==> src/rtl/tag_ram_ctrl.sv <==
// -----------------------------------------------------------------------------
// tag_ram_ctrl
//
// Controller and arbiter for a single-port tag RAM with synchronous read. The
// RAM is outside this block. Three clients share the RAM:
//   - lookup : reads one entry and compares it against a tag (hit/miss)
//   - update : writes {valid, tag} to one entry in a single cycle
//   - flush  : invalidates every entry, one write per cycle
//
// In IDLE, a pending flush wins over everything else. Otherwise lookup and
// update are arbitrated round-robin.
//
// Parameters
//   AWIDTH      tag RAM address width (DEPTH = 1 << AWIDTH)
//   DWIDTH      tag RAM word width; MSB = valid, the remaining bits = tag
//
// Ports
//   clock, reset_n          rising-edge clock, synchronous active-low reset
//   lk_req/lk_index/lk_tag  lookup request, held until lk_ack
//   lk_ack                  combinational grant; index and tag sampled here
//   lk_done/lk_hit          registered result pulse, 2 edges after the ack
//   up_req/up_index/up_tag/up_valid  update request, held until up_ack
//   up_ack                  combinational grant; the write happens on this edge
//   flush_req               1-cycle pulse requesting a full invalidate
//   flush_busy/flush_done   flush in progress / 1-cycle completion pulse
//   ram_addr/ram_din/ram_we RAM command
//   ram_dout                RAM read data, valid the cycle after the address
//
// Build option
//   TAG_RAM_CTRL_RESET_FLUSH_EN : when defined, reset enters FLUSH, so the RAM
//   is invalidated automatically after reset. When undefined, reset enters IDLE.
// -----------------------------------------------------------------------------
module tag_ram_ctrl #(
  parameter int AWIDTH = 3,
  parameter int DWIDTH = 14
) (
  input  logic              clock,
  input  logic              reset_n,
  input  logic              lk_req,
  input  logic [AWIDTH-1:0] lk_index,
  input  logic [DWIDTH-2:0] lk_tag,
  output logic              lk_ack,
  output logic              lk_done,
  output logic              lk_hit,
  input  logic              up_req,
  input  logic [AWIDTH-1:0] up_index,
  input  logic [DWIDTH-2:0] up_tag,
  input  logic              up_valid,
  output logic              up_ack,
  input  logic              flush_req,
  output logic              flush_busy,
  output logic              flush_done,
  output logic [AWIDTH-1:0] ram_addr,
  output logic [DWIDTH-1:0] ram_din,
  output logic              ram_we,
  input  logic [DWIDTH-1:0] ram_dout
);

  typedef enum logic [1:0] {
    IDLE  = 2'd0,
    CMP   = 2'd1,
    FLUSH = 2'd2
  } state_t;

`ifdef TAG_RAM_CTRL_RESET_FLUSH_EN
  localparam state_t RESET_STATE = FLUSH;
`else
  localparam state_t RESET_STATE = IDLE;
`endif

  localparam logic [AWIDTH-1:0] LAST_INDEX = {AWIDTH{1'b1}};

  state_t            state;
  logic [AWIDTH-1:0] flush_cnt;
  logic              flush_pend;
  logic              rr_last;      // 0: lookup granted last, 1: update granted last
  logic [AWIDTH-1:0] index_p1;
  logic [DWIDTH-2:0] tag_p1;
  logic              grant_lk;
  logic              grant_up;
  logic              hit;

  // Grants are suppressed during reset, so no requester sees an ack for a
  // write that ram_we would block.
  always_comb begin
    grant_lk = 1'b0;
    grant_up = 1'b0;
    if (reset_n && (state == IDLE) && !flush_pend) begin
      grant_lk = lk_req && (!up_req || rr_last);
      grant_up = up_req && (!lk_req || !rr_last);
    end
  end

  always_comb begin
    lk_ack   = grant_lk;
    up_ack   = grant_up;
    ram_we   = 1'b0;
    ram_din  = '0;
    ram_addr = lk_index;
    case (state)
      IDLE: begin
        if (grant_up) begin
          ram_addr = up_index;
          ram_din  = {up_valid, up_tag};
          ram_we   = 1'b1;
        end
      end
      CMP:     ram_addr = index_p1;
      FLUSH: begin
        ram_addr = flush_cnt;
        ram_we   = reset_n;
      end
      default: ram_addr = lk_index;
    endcase
  end

  assign flush_busy = (state == FLUSH);
  assign hit        = ram_dout[DWIDTH-1] && (ram_dout[DWIDTH-2:0] == tag_p1);

  // Stage p0 -> p1: latch the granted lookup for the compare cycle
  always_ff @(posedge clock) begin
    if (grant_lk) begin
      index_p1 <= lk_index;
      tag_p1   <= lk_tag;
    end
  end

  always_ff @(posedge clock) begin
    if (!reset_n) begin
      state      <= RESET_STATE;
      flush_cnt  <= '0;
      flush_pend <= 1'b0;
      rr_last    <= 1'b0;
      lk_done    <= 1'b0;
      lk_hit     <= 1'b0;
      flush_done <= 1'b0;
    end else begin
      lk_done    <= 1'b0;
      lk_hit     <= 1'b0;
      flush_done <= 1'b0;
      if (flush_req) flush_pend <= 1'b1;
      case (state)
        IDLE: begin
          if (flush_pend) begin
            state     <= FLUSH;
            flush_cnt <= '0;
            // A request landing on this same edge still earns its own flush.
            flush_pend <= flush_req;
          end else if (grant_lk) begin
            state   <= CMP;
            rr_last <= 1'b0;
          end else if (grant_up) begin
            rr_last <= 1'b1;
          end
        end
        // Stage p1 -> p2: RAM data is valid now; register the compare result
        CMP: begin
          lk_done <= 1'b1;
          lk_hit  <= hit;
          state   <= IDLE;
        end
        FLUSH: begin
          flush_cnt <= flush_cnt + 1'b1;
          if (flush_cnt == LAST_INDEX) begin
            flush_done <= 1'b1;
            state      <= IDLE;
          end
        end
        default: state <= IDLE;
      endcase
    end
  end

endmodule
==> config.mk <==
export PLATFORM = sky130hd
export DESIGN_NAME = tag_ram_ctrl
export DESIGN_NICKNAME = d
export VERILOG_FILES = /design/src/rtl/tag_ram_ctrl.sv
export SDC_FILE = /design/constraint.sdc
export NUM_CORES = 1
export LEC_CHECK = 0
export CORE_UTILIZATION = 40
export DETAILED_ROUTE_END_ITERATION = 7
export PLACE_DENSITY_LB_ADDON = 0.08
export SLEW_MARGIN = 20
export SYNTH_ARGS = -nofsm -noshare
export SYNTH_HDL_FRONTEND = slang
export SYNTH_SLANG_ARGS = --single-unit
==> constraint.sdc <==
create_clock -name clock -period 5.29 [get_ports clock]
set_input_delay 1.058 -clock clock [delete_from_list [all_inputs] [get_ports clock]]
set_output_delay 1.058 -clock clock [all_outputs]
set_load 0.05 [all_outputs]
==> results of run 1 <==
[cells in the final DEF (no fill, tap or decap), types with 2 or more instances in the layout]
cell	Yosys	layout
a21oi_1	4	4
nor2_1	4	4
clkdlybuf4s50_1	0	75
a211oi_1	2	2
and3_1	17	17
a31oi_1	3	3
dfxtp_1	10	10
a22oi_1	2	2
nand4_1	3	3
nand3_1	4	4
mux2i_1	4	4
xnor2_1	13	13
inv_1	2	2
clkbuf_4	0	3
nand2b_1	2	2
o2bb2ai_1	3	3
o21ai_1	3	3
ha_1	2	2
edfxtp_1	16	16
[path summary, 6_finish.rpt]
path	to	start	slack (ps)
max	ram_addr[1]	up_req	870
min	rr_last	rr_last	570
min reg2reg	rr_last	rr_last	570
max reg2reg	tag_p1[10]	state[1]	3610
[critical path: cells and delay by family]
kind            cells  cell delay, ps
compound gates      1             200
buf+inv             2            1310
simple gates        2             790
[cell families (layout without fill, tap and decap cells)]
kind of cell	count (synthesis)	count (layout)	share of synthesized area (%)
AND/OR/NAND/NOR	37	37	19.9
flip-flops	26	26	52.6
AO/OA/AOI/OAI	22	22	11.7
XOR/XNOR	13	13	8.79
buffers and inverters	6	82	2.03
multiplexers	4	4	3.09
adder cells (fa/ha/maj)	2	2	1.93
[registers in the layout, indices dropped and copies added (netlist names)]
register,count
flush_cnt,3
rr_last,1
tag_p1,13
lk_done,1
flush_done,1
flush_pend,1
state,2
index_p1,3
lk_hit,1
[report_power, final]
part / internal [W] / switching, W
combinational: 0.0000695 / 0.0000669
sequential: 0.000223 / 0.00000934
clock: 0.0000765 / 0.0000573
[routing by layer]
layer	wire [microns]	global-route usage, %
met1	1150	18.7
met2	1520	34.3
met4	19	4.08
met5	0	0
met3	302	5.71
[cell usage after synthesis (all sizes together)]
master and n:
edfxtp 16, a21boi 1, mux2i 4, or4b 1
nor2b 1, o2bb2ai 3, clkbuf 1, o21ai 4
and3 17, nor4 1, nor4b 2, o21bai 1
dfxtp 10, a211oi 2, xnor2 13, buf 3
a31oi 3, inv 2, ha 2, a21o 1
nand4 3, a22oi 2, nor2 5, and3b 1
nand2b 2, nand3 4, a21bo 1, a21oi 4
[per-stage QoR]
stage	util [%]	cell area [sq um]	total power, W	instances	hold WS, ps
2_1_floorplan	-	1290	0.000308	110	493
3_3_place_gp	68.4	2090	0.000370	226	520
3_5_place_dp	68.4	2090	0.000373	226	546
4_1_cts	70.2	2140	0.000507	230	567
5_1_grt	70.2	2140	0.000525	230	598
6_report	70.2	2140	0.000502	230	568
[cell type report]
type	instances	share of cell area [%]
repair buffers	76	35.4
flip-flops and latches	26	31.8
multi-input cells	78	27.5
well taps	44	2.57
clock inverters	1	1.40
clock buffers	3	1.05
inverters	2	0.350
==> metrics.cfg, run 1 <==
[place]
hpwl_microns=2370
io_buffer_count=75
gp_congestion=0.751
dp_slack_ps=906

[synthesis]
yosysUniqueCellTypes=31
synth_top_cell_area_share_pct=37.1
synth_area_per_cell_sq_um=11.8
ys_seq_area_share_pct=52.6
synth_seq_cells=26
ys_top_cells_by_area=edfxtp_1 37%, dfxtp_1 15%, xnor2_1 8.8%
synth_top_cell_by_area=edfxtp_1
synth_warnings=0
netlist_instances=110
syn-cell-area_sq_mm=0.00129
syn_nets=164

[finish]
drive_gt1_share_pct=5.91
area_growth_pct=65.4
nNetsFinal=241
seq_area_sq_um=681
multi_input_area_sq_um=588
num_antenna_cells=0
fill_cells=251

[sta]
setup_viol=0
fin_crit_sh_pct=83.5
skew_ps=14.0
slew_headroom_pct=52.3
setup_ws_ps=873
drv_slew=0
worst_pin_slew_ps=713
hold_violations=0
fmax_mhz=226
period_needed_ps=4420
rsz0062_at_grt=false
fin_tns_setup_ps=0

[run]
maxCapViolations=0

[route]
wl_per_cell_microns=13.0
ant_nets=0
detail_route.vias_per_cell=5.07
first_pass_iters=4
drt_iter0_drc=24
vias=1166
drt-total-wl_microns=2990
drc=0

[setup_path]
critPathArrivalTime_ps=3360
crit_top_cell=clkdlybuf4s50_1
worst_path_max_delay_cell=clkdlybuf4s50_1
critPathRequiredTime_ps=4230
path_class=input pin to output port
ff2ff_path_depth=3
crit_path_start_kind=input pin
cpPeakStageDelay_ps=820
cp_cell_sequence=clkdlybuf4s50_1 -> nor4b_4 -> nand3_1 -> a31oi_1 -> clkdlybuf4s50_1
endpoint_kind=output port
crit_fanout=18

[cts]
numCtsBuffers=3
insertion_delay_ps=320
htreeDepth=1
cts_resized=0
path_clk_slew_ps=130
cts_buffer_depth=2
cts_sinks=26
cts_tree=built
cts_setup_buffers=0
postCtsHoldBufs=0
root_buffer=clkbuf_4

[floorplan]
dieArea_sq_mm=0.00347
io_pins=76
die_height_microns=58.9
initial_core_util_pct=42.4
core-area_sq_mm=0.00305
die_w_microns=58.9
rows=20

[global_route]
grt.overflow.total=0
grt_pass1_vias=1117
grt_usage_pct=17.9
antenna_found_initial=0
grt_max_degree=19
grt_first_pass_wirelength_microns=4670

[hold_path]
holdPathStages=1
worstHoldPathType=flop to flop

[run_status]
status=finished clean

[pwr]
p_per_area_mw_per_mm2=235
ir_worst_vdd_mv=0.119
p_leak_nw=0.797

Note: power is estimated with default switching activity, not from simulation.
==> run 2: changes to the inputs <==
Settings changed: CORE_UTILIZATION 40 to 37.
Clock period 5.29 ns to 4.2 ns, I/O delays scaled along.
==> metrics.cfg, run 2 (same netlist as run 1, synthesis figures left out) <==
[run_status]
status=finished clean

[finish]
layout_common_cells=71 x clkdlybuf4s50_1, 17 x and3_1, 16 x edfxtp_1
post-route-util_pct=64.0  ; -6.2 points
top_regs=tag_p1 x13, flush_cnt x3, index_p1 x3
stdcell_area_sq_mm=0.00213  ; -0.35%
largest_reg_flops=13  ; unchanged
area_growth_pct=64.8
drive_gt1_share_pct=8.06  ; +2.2 points
top_register=tag_p1
layout_commonest_cell=clkdlybuf4s50_1
instances_no_fill=232  ; +0.87%
num_antenna_cells=0  ; unchanged
nNetsFinal=241  ; unchanged

[floorplan]
die_w_microns=61.2  ; +3.8%
initial_core_util_pct=38.8  ; -3.6 points
io_pins=76  ; unchanged
die_height_microns=61.2  ; +3.8%
core-area_sq_mm=0.00334  ; +9.3%
rows=21  ; +5.0%
dieArea_sq_mm=0.00374  ; +7.8%

[setup_path]
endpoint_kind=output port
critPathLaunch=reset_n
cp-endpoint=ram_din[4]
reg2reg_slack_ps=2480  ; -1130 ps
ff2ff_path_depth=3  ; unchanged
crit_fanout=17  ; -1
critPathRequiredTime_ps=3360  ; -870 ps
reg2reg_from=state[1]
rr_endpoint=tag_p1[6]
crit_path_start_kind=input pin
path_class=input pin to output port
critPathArrivalTime_ps=3000  ; -360 ps

[global_route]
grt_usage_pct=17.4  ; -0.41 points
grt_util_met2_pct=33.9  ; -0.40 points
grt_first_pass_wirelength_microns=4730  ; +1.2%
gr-max-usage-layer=met2
grt_util_met1_pct=18.1  ; -0.55 points
grt_pass1_vias=1131  ; +1.3%
gr-usage-met3_pct=4.83  ; -0.88 points
grt_max_degree=19  ; unchanged
antenna_found_initial=0  ; unchanged
grt.overflow.total=0  ; unchanged

[route]
drt-total-wl_microns=3340  ; +12%
vias=1145  ; -1.8%
drc=0  ; unchanged
ant_nets=0  ; unchanged
drt_iter0_drc=26  ; +8.3%
detail_route.vias_per_cell=4.94  ; -2.6%
wl_per_cell_microns=14.4  ; +11%
first_pass_iters=4  ; unchanged

[place]
dp_cells=228  ; +0.88%
hpwl_microns=2600  ; +9.6%
dp_slack_ps=377  ; -528 ps
io_buffer_count=75  ; unchanged
gp_congestion=0.774  ; +3.1%
postPlaceCellArea_sq_mm=0.00208  ; -0.36%

[cts]
cts_buffer_depth=2  ; unchanged
insertion_delay_ps=330  ; about the same
cts_sinks=26  ; unchanged
cts_tree=built
htreeDepth=1  ; unchanged
root_buffer=clkbuf_4
numCtsBuffers=3  ; unchanged
postCtsHoldBufs=0  ; unchanged
path_clk_slew_ps=130  ; about the same
cts_resized=0  ; unchanged
cts_setup_buffers=0  ; unchanged

[sta]
worst_pin_slew_ps=650  ; -62.5 ps
setup_viol=0  ; unchanged
skew_ps=20.9  ; +6.83 ps
fin_crit_sh_pct=91.5
fin_tns_setup_ps=0  ; unchanged
rsz0062_at_grt=false
period_needed_ps=3840
hold_violations=0  ; unchanged
slew_headroom_pct=56.5  ; +4.2 points
setup_ws_ps=355  ; -518 ps
drv_slew=0  ; unchanged
fmax_mhz=260

[hold_path]
worstHoldStart=rr_last
worstHoldPathType=flop to flop

[pwr]
power.switching_w=0.000175  ; +31%
clockPowerShare_pct=27.3  ; +0.7 points
switching_share_pct=27.5  ; +0.88 points
p_per_area_mw_per_mm2=299  ; +28%
combPwrFrac_pct=26.9  ; -0.2 points
p_int_w=0.000463  ; +26%
p_leak_nw=0.802  ; +0.65%
ir_worst_vdd_mv=0.157  ; +33%
power_frac_seq_pct=45.8  ; -0.4 points

[run]
maxCapViolations=0  ; unchanged

-- run 2: cell types whose count changed in the layout (fill, tap and decap cells not counted), sizes merged --
cell,before,now
clkdlybuf4s50,75,71
buf,1,5
-- run 2: worst min path at each step --
stage / endpoint / slack, ps / cells after the start
floorplan: rr_last / 490 / 1
global placement: rr_last / 520 / 1
detailed placement: rr_last / 550 / 1
CTS: rr_last / 570 / 1
global route: rr_last / 600 / 1
finish: rr_last / 570 / 1
-- run 2: stage by stage --
step / hold WS [ps] / total power (W)
2_1_floorplan: 493 / 0.000388
3_3_place_gp: 522 / 0.000466
3_5_place_dp: 548 / 0.000470
4_1_cts: 565 / 0.000640
5_1_grt: 597 / 0.000661
6_report: 569 / 0.000638
-- run 2: routing by layer --
| metal | wire (microns) | share of wire (%) |
|---|---|---|
| met1 | 1300 | 39 |
| met2 | 1750 | 52 |
| met3 | 237 | 7.1 |
| met4 | 46 | 1.4 |
| met5 | 0 | 0 |
-- run 2: cell type report --
class	instances	area (sq um)
Sequential cell	26	681
Inverter	2	7.51
Timing Repair Buffer	76	748
Fill cell	278	1200
Tap cell	46	57.6
Clock inverter	1	30.0
Multi-Input combinational cell	78	588
Clock buffer	3	22.5
-- run 2: critical path: stages --
cell	delay, ps
clkdlybuf4s50_1	600
a21boi_2	520
and3_1	240
clkdlybuf4s50_1	800
-- run 2: power groups by stage --
stage                     registers [W]  logic (W)  clock network (W)
after global routing           0.000294   0.000183           0.000184
after detailed placement       0.000298   0.000172                  0
after global placement         0.000297   0.000168                  0
final                          0.000292   0.000172           0.000174
after CTS                      0.000292   0.000173           0.000175
after floorplan                0.000294  0.0000944                  0
